[src/rtl/bcd_seg_pkg.sv]
// rtl/bcd_seg_pkg.sv - segment patterns and default sizing for the BCD scan display
package bcd_seg_pkg;

  localparam int DEF_NDIG = 4;
  localparam int DEF_DIV  = 50000;

  // Active-high {g,f,e,d,c,b,a}
  localparam logic [6:0] SEG_0    = 7'h3F;
  localparam logic [6:0] SEG_1    = 7'h06;
  localparam logic [6:0] SEG_2    = 7'h5B;
  localparam logic [6:0] SEG_3    = 7'h4F;
  localparam logic [6:0] SEG_4    = 7'h66;
  localparam logic [6:0] SEG_5    = 7'h6D;
  localparam logic [6:0] SEG_6    = 7'h7D;
  localparam logic [6:0] SEG_7    = 7'h07;
  localparam logic [6:0] SEG_8    = 7'h7F;
  localparam logic [6:0] SEG_9    = 7'h6F;
  localparam logic [6:0] SEG_DASH = 7'h40;
  localparam logic [6:0] SEG_OFF  = 7'h00;

endpackage

[src/rtl/bcd7_dec.sv]
// rtl/bcd7_dec.sv - combinational BCD nibble to active-high 7-segment decoder
module bcd7_dec
  import bcd_seg_pkg::*;
(
  input  logic [3:0] bcd_i,
  output logic [6:0] seg_o
);

  // Non-decimal nibbles render as a dash so a bad converter output is visible
  always_comb begin
    seg_o = SEG_DASH;
    case (bcd_i)
      4'd0:    seg_o = SEG_0;
      4'd1:    seg_o = SEG_1;
      4'd2:    seg_o = SEG_2;
      4'd3:    seg_o = SEG_3;
      4'd4:    seg_o = SEG_4;
      4'd5:    seg_o = SEG_5;
      4'd6:    seg_o = SEG_6;
      4'd7:    seg_o = SEG_7;
      4'd8:    seg_o = SEG_8;
      4'd9:    seg_o = SEG_9;
      default: seg_o = SEG_DASH;
    endcase
  end

endmodule

[src/rtl/bcd_seg_scan.sv]
// rtl/bcd_seg_scan.sv - time-multiplexed common-anode 7-segment scanner for latched BCD digits
module bcd_seg_scan
  import bcd_seg_pkg::*;
#(
  parameter int NDIG        = DEF_NDIG,
  parameter int DIV         = DEF_DIV,
  parameter int SEG_ACT_LOW = 1,
  parameter int AN_ACT_LOW  = 1
) (
  input  logic              clk,
  input  logic              rst,
  input  logic              ld,
  input  logic [4*NDIG-1:0] dat,
  input  logic [NDIG-1:0]   dp,
  input  logic              blank_en,
  output logic [6:0]        seg,
  output logic              seg_dp,
  output logic [NDIG-1:0]   an,
  output logic              tick,
  output logic              err
);

  localparam int CW = (DIV > 1) ? $clog2(DIV) : 1;
  localparam int IW = (NDIG > 1) ? $clog2(NDIG) : 1;
  localparam logic [6:0]      SEG_INV = (SEG_ACT_LOW != 0) ? 7'h7F : 7'h00;
  localparam logic            DP_INV  = (SEG_ACT_LOW != 0);
  localparam logic [NDIG-1:0] AN_INV  = (AN_ACT_LOW != 0) ? {NDIG{1'b1}} : {NDIG{1'b0}};

  logic [CW-1:0]     cnt_q, cnt_d;
  logic [IW-1:0]     idx_q, idx_d;
  logic [4*NDIG-1:0] sh_dat_q, sh_dat_d;
  logic [NDIG-1:0]   sh_dp_q, sh_dp_d;
  logic [6:0]        seg_q, seg_d;
  logic              seg_dp_q, seg_dp_d;
  logic [NDIG-1:0]   an_q, an_d;
  logic              tick_q, tick_d;
  logic              err_q, err_d;

  logic              wrap;
  logic [3:0]        digit;
  logic [6:0]        dec_seg;
  logic              zero_above;
  logic              blank_cur;
  logic              dp_cur;
  logic [NDIG-1:0]   onehot;

  bcd7_dec u_dec (
    .bcd_i (digit),
    .seg_o (dec_seg)
  );

  assign wrap = (cnt_q == CW'(DIV - 1));

  always_comb begin
    cnt_d      = wrap ? '0 : cnt_q + 1'b1;
    tick_d     = (cnt_d == CW'(DIV - 1));
    idx_d      = idx_q;
    if (wrap) begin
      idx_d = (idx_q == IW'(NDIG - 1)) ? '0 : idx_q + 1'b1;
    end
    sh_dat_d   = ld ? dat : sh_dat_q;
    sh_dp_d    = ld ? dp : sh_dp_q;

    // Walk from the MSD down so zero_above covers digits NDIG-1..i at step i
    digit      = 4'h0;
    zero_above = 1'b1;
    blank_cur  = 1'b0;
    dp_cur     = 1'b0;
    err_d      = 1'b0;
    onehot     = '0;
    for (int i = NDIG - 1; i >= 0; i--) begin
      zero_above = zero_above && (sh_dat_q[4*i +: 4] == 4'h0);
      onehot[i]  = (idx_d == IW'(i));
      if (idx_d == IW'(i)) begin
        digit     = sh_dat_q[4*i +: 4];
        dp_cur    = sh_dp_q[i];
        blank_cur = blank_en && (i != 0) && zero_above;
      end
      if (sh_dat_q[4*i +: 4] > 4'd9) begin
        err_d = 1'b1;
      end
    end

    seg_d    = seg_q;
    seg_dp_d = seg_dp_q;
    an_d     = an_q;
    if (wrap) begin
      seg_d    = (blank_cur ? SEG_OFF : dec_seg) ^ SEG_INV;
      seg_dp_d = dp_cur ^ DP_INV;
      an_d     = onehot ^ AN_INV;
    end
  end

  always_ff @(posedge clk) begin
    if (rst) begin
      cnt_q    <= '0;
      idx_q    <= '0;
      sh_dat_q <= '0;
      sh_dp_q  <= '0;
      seg_q    <= SEG_OFF ^ SEG_INV;
      seg_dp_q <= DP_INV;
      an_q     <= AN_INV;
      tick_q   <= 1'b0;
      err_q    <= 1'b0;
    end else begin
      cnt_q    <= cnt_d;
      idx_q    <= idx_d;
      sh_dat_q <= sh_dat_d;
      sh_dp_q  <= sh_dp_d;
      seg_q    <= seg_d;
      seg_dp_q <= seg_dp_d;
      an_q     <= an_d;
      tick_q   <= tick_d;
      err_q    <= err_d;
    end
  end

  assign seg    = seg_q;
  assign seg_dp = seg_dp_q;
  assign an     = an_q;
  assign tick   = tick_q;
  assign err    = err_q;

endmodule
[config.mk]
export PLATFORM = sky130hd
export DESIGN_NAME = bcd_seg_scan
export DESIGN_NICKNAME = d
export VERILOG_FILES = /design/src/rtl/bcd_seg_pkg.sv /design/src/rtl/bcd7_dec.sv /design/src/rtl/bcd_seg_scan.sv
export SDC_FILE = /design/constraint.sdc
export NUM_CORES = 1
export LEC_CHECK = 0
export ABC_CLOCK_PERIOD_IN_PS = 3700
export CORE_UTILIZATION = 54
export DETAILED_ROUTE_END_ITERATION = 6
export PLACE_DENSITY = 0.85
export SYNTH_ARGS = -nofsm -noshare
export SYNTH_HDL_FRONTEND = slang
export SYNTH_HIERARCHICAL = 1
export SYNTH_SLANG_ARGS = --single-unit
export TNS_END_PERCENT = 10
[constraint.sdc]
create_clock -name clk -period 3.7 [get_ports clk]
set_input_delay 0.74 -clock clk [delete_from_list [all_inputs] [get_ports clk]]
set_output_delay 0.74 -clock clk [all_outputs]
set_load 0.005 [all_outputs]
After elaboration in Yosys (flattened, before gate mapping)
Memories as Yosys holds them, arrays and structs flattened.
Index checks and enable logic that the tools add are counted.
{ "op_classes": {"add_sub_neg": 2, "n_lt_le_gt_ge": 4, "eq_ne": 6, "mux": 20, "n_bitwise": 3, "n_reduce_logical": 9} }
{ "ops": {"columns": ["op", "count"], "rows": [
  ["$eq A16 B16 Y1 const B", 2],
  ["$add A16 B1 Y16 const B", 1],
  ["$gt A4 B4 Y1 const B", 4],
  ["$mux W16", 1],
  ["$mux W4", 4],
  ["$logic_not A4 Y1", 3],
  ["$mux W1", 12],
  ["$mux W7", 1],
  ["$not A7 Y7", 1],
  ["$eq A2 B2 Y1 const B", 3],
  ["$logic_and A1 B1 Y1", 5],
  ["$mux W2", 2],
  ["$not A4 Y4", 1],
  ["$add A2 B1 Y2 const B", 1],
  ["$eq A2 B1 Y1 const B", 1],
  ["$logic_not A2 Y1", 1],
  ["$not A1 Y1", 1]
]} }
{ "word_totals": {"reg_bits": 52, "romBits": 112, "input_bits": 24, "output_inout_bits": 14, "wordCells": 54, "n_memories": 1} }
{ "memory_table": {"columns": ["memory", "words", "width", "read_ports", "rd_ports_with_merged_regs", "wr", "line", "rtl"], "rows": [
  ["(no name shown)", 16, 7, 1, 0, 0, "bcd7_dec.sv:12", "case (bcd_i)"]
]} }

Logic depth before layout (Yosys ltp)
Gate-level depths: netlist of run 1.
An unclocked memory read counts as a cell.
{ "logic_depth": {"ltp_word": 11, "depth_mapped": 12, "mapped_depth_nobuf": 11} }

Cells and area by module
Netlist of run 1, hierarchy kept.
{ "modules_own_cells": {"columns": ["mod", "n_inst", "cells_each", "area_each_um2", "seq_area_each_um2"], "rows": [
  ["bcd_seg_scan", 1, 247, 2379.8, 1041.0],
  ["bcd7_dec", 1, 29, 227.7, 0.0]
]} }

Worst setup path after synthesis of run 1
Ideal clock, no wire load.
{ "synth_timing": {"kind": "reg2reg", "from": "register cnt_q[0]", "to": "register seg_q[0], in the netlist seg[0]", "setup_ns": 0.134, "arrival_ns": 2.708, "required_ns": 3.566, "setup_slack_ns": 0.858, "path_stages_with_launch": 13, "n_path_buf": 1, "period_less_slack_ns": 2.842, "cell_sequence": "dfxtp_1 ha_1 and3_1 buf_2 nand4_4 mux2i_4 mux2i_1 mux2i_1 inv_1 ha_1 mux2_2 o22ai_1 a21oi_1"} }
{ "synth_between": {"elab_chain_cells": 10, "elab_cells_between_ends": 17, "cone_classes": "4 x eq/ne; 10 x mux; 1 x bitwise; 1 x reduce/logical; 1 x memory"} }
{ "synth_rtl": {"columns": ["item", "line", "rtl"], "rows": [
  ["from (decl)", "bcd_seg_scan.sv:29", "logic [CW-1:0] cnt_q, cnt_d;"],
  ["from (signal assigned)", "bcd_seg_scan.sv:106", "cnt_q <= cnt_d;"],
  ["$eq A16 B16 Y1 *", "bcd_seg_scan.sv:52", "assign wrap = (cnt_q == CW'(DIV - 1));"],
  ["$mux W2 *", "bcd_seg_scan.sv:58", "if (wrap) begin"],
  ["$eq A2 B2 Y1", "bcd_seg_scan.sv:74", "if (idx_d == IW'(i)) begin"],
  ["$mux W4 (3 in series)", "bcd_seg_scan.sv:74", null],
  ["$mux W4 *", "bcd_seg_scan.sv:74", null],
  ["via digit[1]", "bcd_seg_scan.sv:40", "logic [3:0] digit;"],
  ["$mem_v2 Z16 W7 *", null, null],
  ["via dec_seg[0]", "bcd_seg_scan.sv:41", "logic [6:0] dec_seg;"],
  ["$mux W7 *", "bcd_seg_scan.sv:88", "seg_d = (blank_cur ? SEG_OFF : dec_seg) ^ SEG_INV;"],
  ["$not A7 Y7 (no source line) *", null, null],
  ["to (signal assigned)", "bcd_seg_scan.sv:100", "seg_q <= SEG_OFF ^ SEG_INV;"],
  ["to (signal assigned)", "bcd_seg_scan.sv:110", "seg_q <= seg_d;"],
  ["to (decl)", "bcd_seg_scan.sv:33", "logic [6:0] seg_q, seg_d;"]
]} }
Mark *: on every way through the listed nets, which the timed path passes. The rest lies on a longest branch.
A chain may end at the register's enable or synchronous reset.

Final worst setup path of run 1
Ends and elaborated chain as after synthesis.

==> results.tsv, run 1 <==
metric	value	unit
Multi-input gate area	1463	µm²
Syn Inst Count	276	
cells along the critical path	ha_1, and3_1, nand4_4, mux2i_4, mux2i_1, mux2i_1, inv_1, ha_1, mux2_2, o22ai_1, a21oi_1	
Synth top cells by count	dfxtp_1 (52), nor2_1 (49), mux2i_1 (34)	
Ys Warns	6	
Detail Placement HPWL	3686	µm
GP Congestion	0.7892	
syn_area_per_cell	9.447	µm²
Worst-Skew Late Latency	0.30	ns
diode count	0	
total grt overflow	0	
fin. max-slew vios	0	
starting density of the core	57.89	%
die height	71.49	µm
H-Tree Depth	2	
Bufs on Longest Clock Path	2	
TritonCTS Buffers	5	
Final Cell Area	3088	µm²
Worst EP arrival	3.59	ns
Layout Skew	0.008600	ns
Max stage delay on crit path	0.51	ns
cts hold-fix bufs	0	
largest net degree at the start of global routing	30	
crit share post-route	92.32	%
CP top delay family	multiplexers	
Hold Fails Final Rpt	0	
fillers	364	
Post-Place Setup Slack	0.2968	ns
unrepaired setup endpoints after global routing	false	
Lkg Pwr	1.310	nW
Root Buffer	clkbuf_8	
share of the yosys chip area belonging to registers	39.92	%
Synth top area share	39.92	%
critical path class	reg2reg	
first-pass GRT wire length	8459	µm
Worst-Margin Slew	0.7773	ns
CTS tree	built	
post-synthesis net count	308	
worst hold slack	0.4878	ns
placed cell areas	2992	µm²
1st-iter DRT viols	92	
worst setup margin	0.2842	ns
buffer and inverter count on the worst path	1	
detailed-route via count	1997	
status	finished clean	
nets	341	
Worst Hold Class	reg2reg	
power per cell area	336.1	nW/µm²
Post-Syn Area	2608	µm²
CTS sink cnt	52	
CP endpoint kind	register	
DRT Pass-1 Iters	4	
Critical Path Fanout Max	13	
total power after layout	1.038	mW
Slowest cell on crit path	mux2i_1	
Area Overhead vs Synth	18.43	%
number of flops mapped to enable cells by yosys	0	
Max Fclk	0.2928	GHz
vias in the first global route	1880	
Die X-Extent	71.49	µm
Unique masters post-synth	47	
Max Cap Violations	0	
drc violations	0	
total die area	5111	µm²
Via density	5.517	
Finished Core Util	68.56	%
Peak VDD IR	0.2671	mV
All-Layer GR Usage	20.78	%
Worst Path Required	3.87	ns
# setup viols final	0	
setup TNS	0	ns
slew margin rel.	48.18	%
DP Cell Count	354	
sequential cell area	1041	µm²
Reg clk slew, reported paths	0.09	ns
Layout Cells excl Fill	362	
average wire per standard cell	13.67	µm
Synth area leader	dfxtp_1	
IO Count	38	
layout cell share with drive strength beyond 1	8.387	%
Final ANT Viol Nets	0	
CTS resizes	0	
Tmin final	3.416	ns
port buffer count	37	
Placeable Area	4504	µm²
Rows	24	
initial antenna violation count	0	
dominant cells by area after synthesis	dfxtp_1 (40%), mux2i_1 (13%), nor2_1 (7.1%)	
count leader, synth	dfxtp_1	
postcts setup bufs	0	
Main synth FF type	dfxtp_1	
asr flop ratio synth	0	%
synthesized flop and latch total	52	
final WL	4947	µm
Startpoint Class	register	
==> metal layers <==
metal	track usage [%]	vias up	share of wire, %
met5	0	-	0
met4	5.882	0	1.0
met3	4.079	7	3.6
met2	35.77	38	48
met1	26.67	924	48
li1	-	1028	-
==> final timing paths <==
path / from / end / slack (ns) / cells after the start
setup / recovery: cnt_q[0] / seg[0] / 0.28 / 11
hold / removal: seg_dp / seg_dp / 0.49 / 1
setup reg to reg: cnt_q[0] / seg[0] / 0.28 / 11
hold reg to reg: seg_dp / seg_dp / 0.49 / 1
==> cell usage in the layout, fill, tap and decap left out, drive strengths merged, types with 2 or more instances in the layout <==
cell type	n
ha	8
o22ai	3
nor3	4
and4bb	2
xnor2	10
or3	2
nand3	9
mux2i	36
a21oi	10
and3	3
buf	3
nand2b	6
or2	2
clkdlybuf4s50	37
dfxtp	52
nor4	7
clkbuf	6
o21ai	9
nand2	10
a21o	2
a22oi	2
o21bai	2
nor2b	5
inv	9
xor2	5
nor2	49
nand4	3
==> flip-flops by register name (all words and copies together) (netlist names) <==
register	cells
sh_dp_q	4
an	4
idx_q	2
seg_dp	1
sh_dat_q	16
cnt_q	16
tick	1
err	1
seg	7
==> report_power, final <==
| part | internal (mW) | total, mW | switching (mW) |
|---|---|---|---|
| clock | 0.153 | 0.340 | 0.186 |
| combinational | 0.0592 | 0.108 | 0.0486 |
| sequential | 0.576 | 0.591 | 0.0149 |
==> cell families (layout without fill, tap and decap cells) <==
| logic type | Yosys count | after routing | synth area share [%] |
|---|---|---|---|
| AND/OR/NAND/NOR | 105 | 105 | 21.74 |
| flip-flops | 52 | 52 | 39.92 |
| multiplexers | 38 | 38 | 16.07 |
| AO/OA/AOI/OAI | 36 | 36 | 9.405 |
| buffers and inverters | 22 | 56 | 3.983 |
| XOR/XNOR | 15 | 15 | 5.038 |
| adder cells (fa/ha/maj) | 8 | 8 | 3.839 |
==> final cells by class <==
type	count	share of cell area, %
clock buffers	6	2.674
clock inverters	2	0.4457
well taps	52	2.107
multi-input cells	202	47.37
repair buffers	40	12.72
flip-flops and latches	52	33.71
inverters	8	0.9724
Note: power is estimated with default switching activity, not from simulation.
==> run 2: changes to the inputs <==
CTS_CLUSTER_DIAMETER = 100   (was not set)
TNS_END_PERCENT = not set   (was 10)
==> results of run 2 <==
No change in the layout: final DEF, timing and power equal those of run 1.
